**src/rtl/load_store_unit_if.sv**
```systemverilog
// Data-memory request bus: req/gnt for the address phase, rvalid/rdata for the read return.
interface load_store_unit_if #(
  parameter int unsigned ADDR_W = 8
) ();
  logic              mem_req;
  logic              mem_we;
  logic [ADDR_W-1:0] mem_addr;
  logic [3:0]        mem_be;
  logic [31:0]       mem_wdata;
  logic              mem_gnt;
  logic              mem_rvalid;
  logic [31:0]       mem_rdata;

  // Initiator side (the LSU)
  modport master (
    output mem_req, mem_we, mem_addr, mem_be, mem_wdata,
    input  mem_gnt, mem_rvalid, mem_rdata
  );

  // Memory side
  modport slave (
    input  mem_req, mem_we, mem_addr, mem_be, mem_wdata,
    output mem_gnt, mem_rvalid, mem_rdata
  );
endinterface

```
**src/rtl/load_store_unit.sv**
```systemverilog
// MEM-stage load/store unit: turns pipeline load/store ops into word-addressed memory requests,
// stalls EX while a request is in flight and returns extended load data to WB.
module load_store_unit #(
  parameter int unsigned ADDR_W = 8
) (
  input  logic        clk,
  input  logic        rst,
  input  logic        ex_valid,
  input  logic        ex_mem_read,
  input  logic        ex_mem_write,
  input  logic [1:0]  ex_size,
  input  logic        ex_unsigned,
  input  logic [31:0] ex_addr,
  input  logic [31:0] ex_wdata,
  output logic        lsu_stall,
  output logic        wb_valid,
  output logic [31:0] wb_load_data,
  output logic [31:0] wb_alu_data,
  output logic        misalign_err,
  load_store_unit_if.master mem
);

  typedef enum logic [1:0] {StIdle, StReq, StWaitR} state_e;

  state_e            state_q, state_d;
  logic [31:0]       op_addr_q, op_addr_d;
  logic [1:0]        size_q, size_d;
  logic              uns_q, uns_d;
  logic              we_q, we_d;
  logic [ADDR_W-1:0] maddr_q, maddr_d;
  logic [3:0]        be_q, be_d;
  logic [31:0]       mwdata_q, mwdata_d;
  logic              wb_valid_q, wb_valid_d;
  logic              misalign_q, misalign_d;
  logic [31:0]       wb_load_q, wb_load_d;
  logic [31:0]       wb_alu_q, wb_alu_d;

  logic        is_mem, is_byte, is_half, misaligned;
  logic [3:0]  ex_be;
  logic [31:0] ex_wrep;
  logic [31:0] lane, load_ext;

  // Decode the incoming EX op: alignment, byte enables and lane-replicated store data.
  always_comb begin
    is_mem     = ex_mem_read | ex_mem_write;
    is_byte    = (ex_size == 2'b00);
    is_half    = (ex_size == 2'b01);
    misaligned = (is_half && ex_addr[0]) ||
                 (!is_byte && !is_half && (ex_addr[1:0] != 2'b00));
    if (is_byte) begin
      ex_be   = 4'b0001 << ex_addr[1:0];
      ex_wrep = {4{ex_wdata[7:0]}};
    end else if (is_half) begin
      ex_be   = ex_addr[1] ? 4'b1100 : 4'b0011;
      ex_wrep = {2{ex_wdata[15:0]}};
    end else begin
      ex_be   = 4'b1111;
      ex_wrep = ex_wdata;
    end
  end

  // Shift the addressed lane down and extend to 32 bits.
  always_comb begin
    lane = mem.mem_rdata >> {op_addr_q[1:0], 3'b000};
    unique case (size_q)
      2'b00:   load_ext = {{24{~uns_q & lane[7]}}, lane[7:0]};
      2'b01:   load_ext = {{16{~uns_q & lane[15]}}, lane[15:0]};
      default: load_ext = lane;
    endcase
  end

  // Next-state logic for the request FSM and the registered WB outputs.
  always_comb begin
    state_d    = state_q;
    op_addr_d  = op_addr_q;
    size_d     = size_q;
    uns_d      = uns_q;
    we_d       = we_q;
    maddr_d    = maddr_q;
    be_d       = be_q;
    mwdata_d   = mwdata_q;
    wb_valid_d = 1'b0;
    misalign_d = 1'b0;
    wb_load_d  = wb_load_q;
    wb_alu_d   = wb_alu_q;
    unique case (state_q)
      StIdle: begin
        if (ex_valid) begin
          if (!is_mem || misaligned) begin
            // Completes without touching memory.
            wb_valid_d = 1'b1;
            misalign_d = is_mem;
            wb_alu_d   = ex_addr;
          end else begin
            state_d   = StReq;
            op_addr_d = ex_addr;
            size_d    = ex_size;
            uns_d     = ex_unsigned;
            we_d      = ex_mem_write;
            maddr_d   = ex_addr[ADDR_W+1:2];
            be_d      = ex_be;
            mwdata_d  = ex_wrep;
          end
        end
      end
      StReq: begin
        if (mem.mem_gnt) begin
          if (we_q) begin
            state_d    = StIdle;
            wb_valid_d = 1'b1;
            wb_alu_d   = op_addr_q;
          end else begin
            state_d = StWaitR;
          end
        end
      end
      StWaitR: begin
        if (mem.mem_rvalid) begin
          state_d    = StIdle;
          wb_valid_d = 1'b1;
          wb_alu_d   = op_addr_q;
          wb_load_d  = load_ext;
        end
      end
      default: state_d = StIdle;
    endcase
  end

  // State and output registers; synchronous reset abandons any op in flight.
  always_ff @(posedge clk) begin
    if (rst) begin
      state_q    <= StIdle;
      op_addr_q  <= '0;
      size_q     <= '0;
      uns_q      <= 1'b0;
      we_q       <= 1'b0;
      maddr_q    <= '0;
      be_q       <= '0;
      mwdata_q   <= '0;
      wb_valid_q <= 1'b0;
      misalign_q <= 1'b0;
      wb_load_q  <= '0;
      wb_alu_q   <= '0;
    end else begin
      state_q    <= state_d;
      op_addr_q  <= op_addr_d;
      size_q     <= size_d;
      uns_q      <= uns_d;
      we_q       <= we_d;
      maddr_q    <= maddr_d;
      be_q       <= be_d;
      mwdata_q   <= mwdata_d;
      wb_valid_q <= wb_valid_d;
      misalign_q <= misalign_d;
      wb_load_q  <= wb_load_d;
      wb_alu_q   <= wb_alu_d;
    end
  end

  assign lsu_stall     = (state_q != StIdle);
  assign wb_valid      = wb_valid_q;
  assign misalign_err  = misalign_q;
  assign wb_load_data  = wb_load_q;
  assign wb_alu_data   = wb_alu_q;
  assign mem.mem_req   = (state_q == StReq);
  assign mem.mem_we    = we_q;
  assign mem.mem_addr  = maddr_q;
  assign mem.mem_be    = be_q;
  assign mem.mem_wdata = mwdata_q;

endmodule

```
**src/flat_wrapper.sv**
```systemverilog
// flat-port wrapper written by rule: the top's interface ports become plain ports
module load_store_unit_flat 
#(
  parameter int unsigned ADDR_W = 8
)
  (clk, rst, ex_valid, ex_mem_read, ex_mem_write, ex_size, ex_unsigned, ex_addr, ex_wdata, lsu_stall, wb_valid, wb_load_data, wb_alu_data, misalign_err, mem_mem_req, mem_mem_we, mem_mem_addr, mem_mem_be, mem_mem_wdata, mem_mem_gnt, mem_mem_rvalid, mem_mem_rdata);
  load_store_unit_if #(.ADDR_W(ADDR_W)) mem_i ();
  input  logic clk;
  input  logic rst;
  input  logic ex_valid;
  input  logic ex_mem_read;
  input  logic ex_mem_write;
  input  logic [1:0] ex_size;
  input  logic ex_unsigned;
  input  logic [31:0] ex_addr;
  input  logic [31:0] ex_wdata;
  output logic lsu_stall;
  output logic wb_valid;
  output logic [31:0] wb_load_data;
  output logic [31:0] wb_alu_data;
  output logic misalign_err;
  output wire logic [$bits(mem_i.mem_req)-1:0] mem_mem_req;
  output wire logic [$bits(mem_i.mem_we)-1:0] mem_mem_we;
  output wire logic [$bits(mem_i.mem_addr)-1:0] mem_mem_addr;
  output wire logic [$bits(mem_i.mem_be)-1:0] mem_mem_be;
  output wire logic [$bits(mem_i.mem_wdata)-1:0] mem_mem_wdata;
  input wire logic [$bits(mem_i.mem_gnt)-1:0] mem_mem_gnt;
  input wire logic [$bits(mem_i.mem_rvalid)-1:0] mem_mem_rvalid;
  input wire logic [$bits(mem_i.mem_rdata)-1:0] mem_mem_rdata;
  assign mem_mem_req = mem_i.mem_req;
  assign mem_mem_we = mem_i.mem_we;
  assign mem_mem_addr = mem_i.mem_addr;
  assign mem_mem_be = mem_i.mem_be;
  assign mem_mem_wdata = mem_i.mem_wdata;
  assign mem_i.mem_gnt = mem_mem_gnt;
  assign mem_i.mem_rvalid = mem_mem_rvalid;
  assign mem_i.mem_rdata = mem_mem_rdata;
  load_store_unit #(.ADDR_W(ADDR_W)) u_core (.clk(clk), .rst(rst), .ex_valid(ex_valid), .ex_mem_read(ex_mem_read), .ex_mem_write(ex_mem_write), .ex_size(ex_size), .ex_unsigned(ex_unsigned), .ex_addr(ex_addr), .ex_wdata(ex_wdata), .lsu_stall(lsu_stall), .wb_valid(wb_valid), .wb_load_data(wb_load_data), .wb_alu_data(wb_alu_data), .misalign_err(misalign_err), .mem(mem_i));
endmodule
```
**config.mk**
```make
export PLATFORM = sky130hd
export DESIGN_NAME = load_store_unit_flat
export DESIGN_NICKNAME = d
export VERILOG_FILES = /design/src/rtl/load_store_unit_if.sv /design/src/rtl/load_store_unit.sv /design/src/flat_wrapper.sv
export SDC_FILE = /design/constraint.sdc
export NUM_CORES = 1
export LEC_CHECK = 0
export BUFFER_PORTS_ARGS = -buffer_cell sky130_fd_sc_hd__buf_2
export CAP_MARGIN = 20
export CORE_MARGIN = 2
export CORE_UTILIZATION = 42
export CTS_BUF_LIST = sky130_fd_sc_hd__clkbuf_8
export DETAILED_ROUTE_END_ITERATION = 8
export MAX_ROUTING_LAYER = met4
export PLACE_DENSITY = 0.65
export REMOVE_ABC_BUFFERS = 1
export SLEW_MARGIN = 20
export SYNTH_ARGS = -nofsm -noshare
export SYNTH_HDL_FRONTEND = slang
export SYNTH_SLANG_ARGS = --single-unit
```
**constraint.sdc**
```tcl
create_clock -name clk -period 2.6 [get_ports clk]
set_clock_uncertainty 0.1 [all_clocks]
set_input_delay 0.78 -clock clk [delete_from_list [all_inputs] [get_ports clk]]
set_output_delay 0.78 -clock clk [all_outputs]
set_load 0.05 [all_outputs]
```
==> flow_summary.json <==
{
  "status": "finished, final reports clean",
  "cts.path.max_buffers": 2,
  "synthesis.area_sq_um": 6628,
  "antenna_found_initial": 0,
  "power.leakage_uw": 0.003436,
  "finish.cell_count_without_fillers": 1156,
  "drt.antenna.violating_nets": 0,
  "cts_post_setup_buffers_inserted": 0,
  "ys_seq_elements": 140,
  "die_w_um": 129.6,
  "groute.usage.overall_pct": 23.01,
  "share_seq_of_total_power_pct": 32.3,
  "avgViaCountPerCell": 5.281,
  "p_sw_share_pct": 43.44,
  "gr_peak_layer": "met2",
  "holdCritPathClass": "register to register",
  "pin_count_of_the_biggest_net_entering_global_routing": 51,
  "grt_use_met3_pct": 6.482,
  "synth.area.top_cells": "sky130_fd_sc_hd__dfxtp_1 (42%), sky130_fd_sc_hd__mux2i_1 (9.8%), sky130_fd_sc_hd__nand2_1 (7.9%)",
  "syn_area_per_cell_sq_um": 8.802,
  "ios": 219,
  "yosysTopAreaCell": "sky130_fd_sc_hd__dfxtp_1",
  "criticalPathCategory": "register to output pin",
  "clkLatencyLatePin_ns": 0.44,
  "grt_pass1_vias": 5683,
  "critical_path.startpoint_type": "register",
  "gpl.final_weighted_congestion": 0.8564,
  "reg2reg_setup_slack_ns": 0.26,
  "drt_wl_total_um": 19020,
  "syn_to_final_growth_pct": 24.64,
  "required_ns": 1.72,
  "floorplan.initialDensity_pct": 43.28,
  "setup_viol_count_final": 0,
  "synth_cells": 753,
  "route.detailed.drc": 0,
  "hpwl_um": 12950,
  "synth_cell_type_count": 42,
  "detailedRoute.firstPassIterationCount": 5,
  "vdd_ir_drop_max_uv": 586.6,
  "synth_most_common_cell": "sky130_fd_sc_hd__dfxtp_1",
  "floorplan.core_area_sq_um": 15310,
  "final-hold-violation-count": 0,
  "full_die_area_sq_um": 16800,
  "antenna-diode-count": 0,
  "final_critical_path_required_period_ns": 2.456,
  "cts_hold_repair.buffers": 0,
  "grt_overflow_total": 0,
  "power.share.combinational_pct": 43.7,
  "cap_viol_max_count": 0,
  "clock_sinks": 140,
  "grt_pass1_wl_um": 29480,
  "timing.critical_path.to_type": "output pin",
  "final.hold.worst_slack_ns": 0.3560,
  "setup_slack_after_placement_ns": 0.05195,
  "yosysWarningCount": 0,
  "asyncSetResetFlopFracSynth_pct": 0,
  "synth_top_cell_area_share_pct": 42.29,
  "synth_seq_area_share_pct": 42.29,
  "slew_headroom_pct": 34.39,
  "cells_resized_by_post_cts_repair": 0,
  "routed-via-count": 6105,
  "final.setup.worst_slack_ns": 0.1437,
  "synth_edf_count": 0,
  "drt-initial-drc-count": 378,
  "number_of_nets_in_the_layout": 1043,
  "worstMarginPinSlew_ns": 0.9841,
  "grt_use_met1_pct": 29.31,
  "slew_violations": 0,
  "timing.final.crit_share_pct": 94.47,
  "rows": 45,
  "power.share.clock_pct": 24.1,
  "internal-power_uw": 4743,
  "postSynth.topFlopCell": "sky130_fd_sc_hd__dfxtp_1",
  "tritoncts": "built",
  "clkSlewWorstSetupHoldPaths_ns": 0.08,
  "synth.cells.most_frequent": "sky130_fd_sc_hd__dfxtp_1 (140), sky130_fd_sc_hd__nand2_1 (139), sky130_fd_sc_hd__a21oi_1 (86)",
  "htree_levels": 4,
  "netSwitchingPower_uw": 3643,
  "timing.critical_path.fanout_max": 7,
  "finalPower_uw": 8386,
  "port_buffers": 218,
  "die_y_um": 129.6,
  "fraction_of_final_layout_cells_with_drive_strength_greater_than_1_pct": 34.81,
  "cts_made_buffers": 17,
  "grt_use_met2_pct": 35.79,
  "fmax_mhz": 407.1,
  "rsz0062_at_grt": "false",
  "drt-wirelength-per-cell_um": 16.45,
  "numPlacedInstances": 1124,
  "power_per_cell_area_nw_per_um2": 1015,
  "layout.core_utilization_pct": 53.94,
  "cp_data_arrival_time_ns": 1.58,
  "clock-root-buffer": "sky130_fd_sc_hd__clkbuf_8"
}
## area by class of cell
| type | instances | area [sq um] |
|---|---|---|
| Clock buffer | 18 | 247.7 |
| Clock inverter | 14 | 201.4 |
| Fill cell | 1503 | 7054 |
| Inverter | 6 | 22.52 |
| Multi-Input combinational cell | 526 | 3406 |
| Sequential cell | 140 | 2803 |
| Tap cell | 211 | 264.0 |
| Timing Repair Buffer | 241 | 1316 |
## metal layers
| layer | wire length (um) | share of wire [%] |
|---|---|---|
| met1 | 8567 | 45 |
| met2 | 9004 | 47 |
| met3 | 1232 | 6.5 |
| met4 | 217 | 1.1 |
| met5 | 0 | 0 |
## path summary, 6_finish.rpt
| kind | start | cells past startpoint | to |
|---|---|---|---|
| worst min register to register | u_core.mem.mem_wdata[24] | 2 | u_core.mem.mem_wdata[24] |
| worst min-delay path | u_core.mem.mem_wdata[24] | 2 | u_core.mem.mem_wdata[24] |
| worst max-delay path | u_core.state_q[0] | 4 | lsu_stall |
| worst max register to register | u_core.state_q[0] | 6 | u_core.wb_alu_data[7] |
## metrics by stage
| step | cell area (sq um) | TNS, ns |
|---|---|---|
| 5_1_grt | 8260 | 0 |
| 4_1_cts | 8260 | 0 |
| 6_report | 8260 | 0 |
| 3_3_place_gp | 7811 | 0 |
| 3_5_place_dp | 7811 | 0 |
| 2_1_floorplan | 6222 | -73.11 |
## worst max-delay path, cell delays in order (launching register included)
cell,delay (ns)
sky130_fd_sc_hd__dfxtp_1,0.38
sky130_fd_sc_hd__inv_1,0.10
sky130_fd_sc_hd__ha_2,0.24
sky130_fd_sc_hd__inv_1,0.13
sky130_fd_sc_hd__buf_2,0.29
## power by group through the flow
stage	sequential (uW)	combinational [uW]	clock, uW
after floorplan	3830	1590	0
after global placement	2750	3640	0
after detailed placement	2750	3670	0
after CTS	2710	3680	2060
after global routing	2750	3890	2170
final	2700	3660	2020
## logic make-up (layout without fill, tap and decap cells)
| family | count (synthesis) | after routing | share of synthesized area [%] |
|---|---|---|---|
| buffers and inverters | 87 | 279 | 6.456 |
| and+or+nand+nor | 220 | 220 | 13.52 |
| DFF | 140 | 140 | 42.29 |
| adders and majority gates | 5 | 5 | 0.9439 |
| AOI/OAI and AO/OA | 226 | 226 | 24.94 |
| muxes | 75 | 75 | 11.86 |
## sequential cells by signal, indices dropped and copies added, names as in the netlist
name                  cells
u_core.misalign_err       1
u_core.mem.mem_wdata     32
u_core.mem.mem_addr       7
u_core.uns_q              1
u_core.wb_load_data      32
u_core.wb_valid           1
u_core.mem.mem_be         4
u_core.size_q             2
u_core.op_addr_q         25
u_core.state_q            2
u_core.wb_alu_data       32
u_core.mem.mem_we         1
## cell usage in the layout, fill, tap and decap left out, types with 2 or more instances in the layout
master,synthesis,final
sky130_fd_sc_hd__mux2i_1,65,65
sky130_fd_sc_hd__nand3_1,3,3
sky130_fd_sc_hd__nor2_1,49,49
sky130_fd_sc_hd__clkinv_2,0,4
sky130_fd_sc_hd__mux2_2,8,8
sky130_fd_sc_hd__ha_1,5,4
sky130_fd_sc_hd__o21ai_0,17,17
sky130_fd_sc_hd__buf_2,17,217
sky130_fd_sc_hd__a311oi_1,10,10
sky130_fd_sc_hd__buf_4,9,20
sky130_fd_sc_hd__nor3_1,13,13
sky130_fd_sc_hd__o2bb2ai_1,8,8
sky130_fd_sc_hd__a211oi_1,18,18
sky130_fd_sc_hd__inv_1,6,8
sky130_fd_sc_hd__a21oi_1,86,86
sky130_fd_sc_hd__mux4_2,2,2
sky130_fd_sc_hd__buf_12,0,4
sky130_fd_sc_hd__clkinvlp_4,0,2
sky130_fd_sc_hd__dfxtp_1,140,140
sky130_fd_sc_hd__bufinv_16,0,5
sky130_fd_sc_hd__nand2_1,139,139
sky130_fd_sc_hd__a31oi_1,32,32
sky130_fd_sc_hd__a211oi_2,38,38
sky130_fd_sc_hd__nor2b_1,5,4
sky130_fd_sc_hd__o211ai_1,8,8
sky130_fd_sc_hd__nand2b_1,4,4
sky130_fd_sc_hd__clkbuf_8,0,18
No activity file was read; power rests on OpenSTA's default activity.
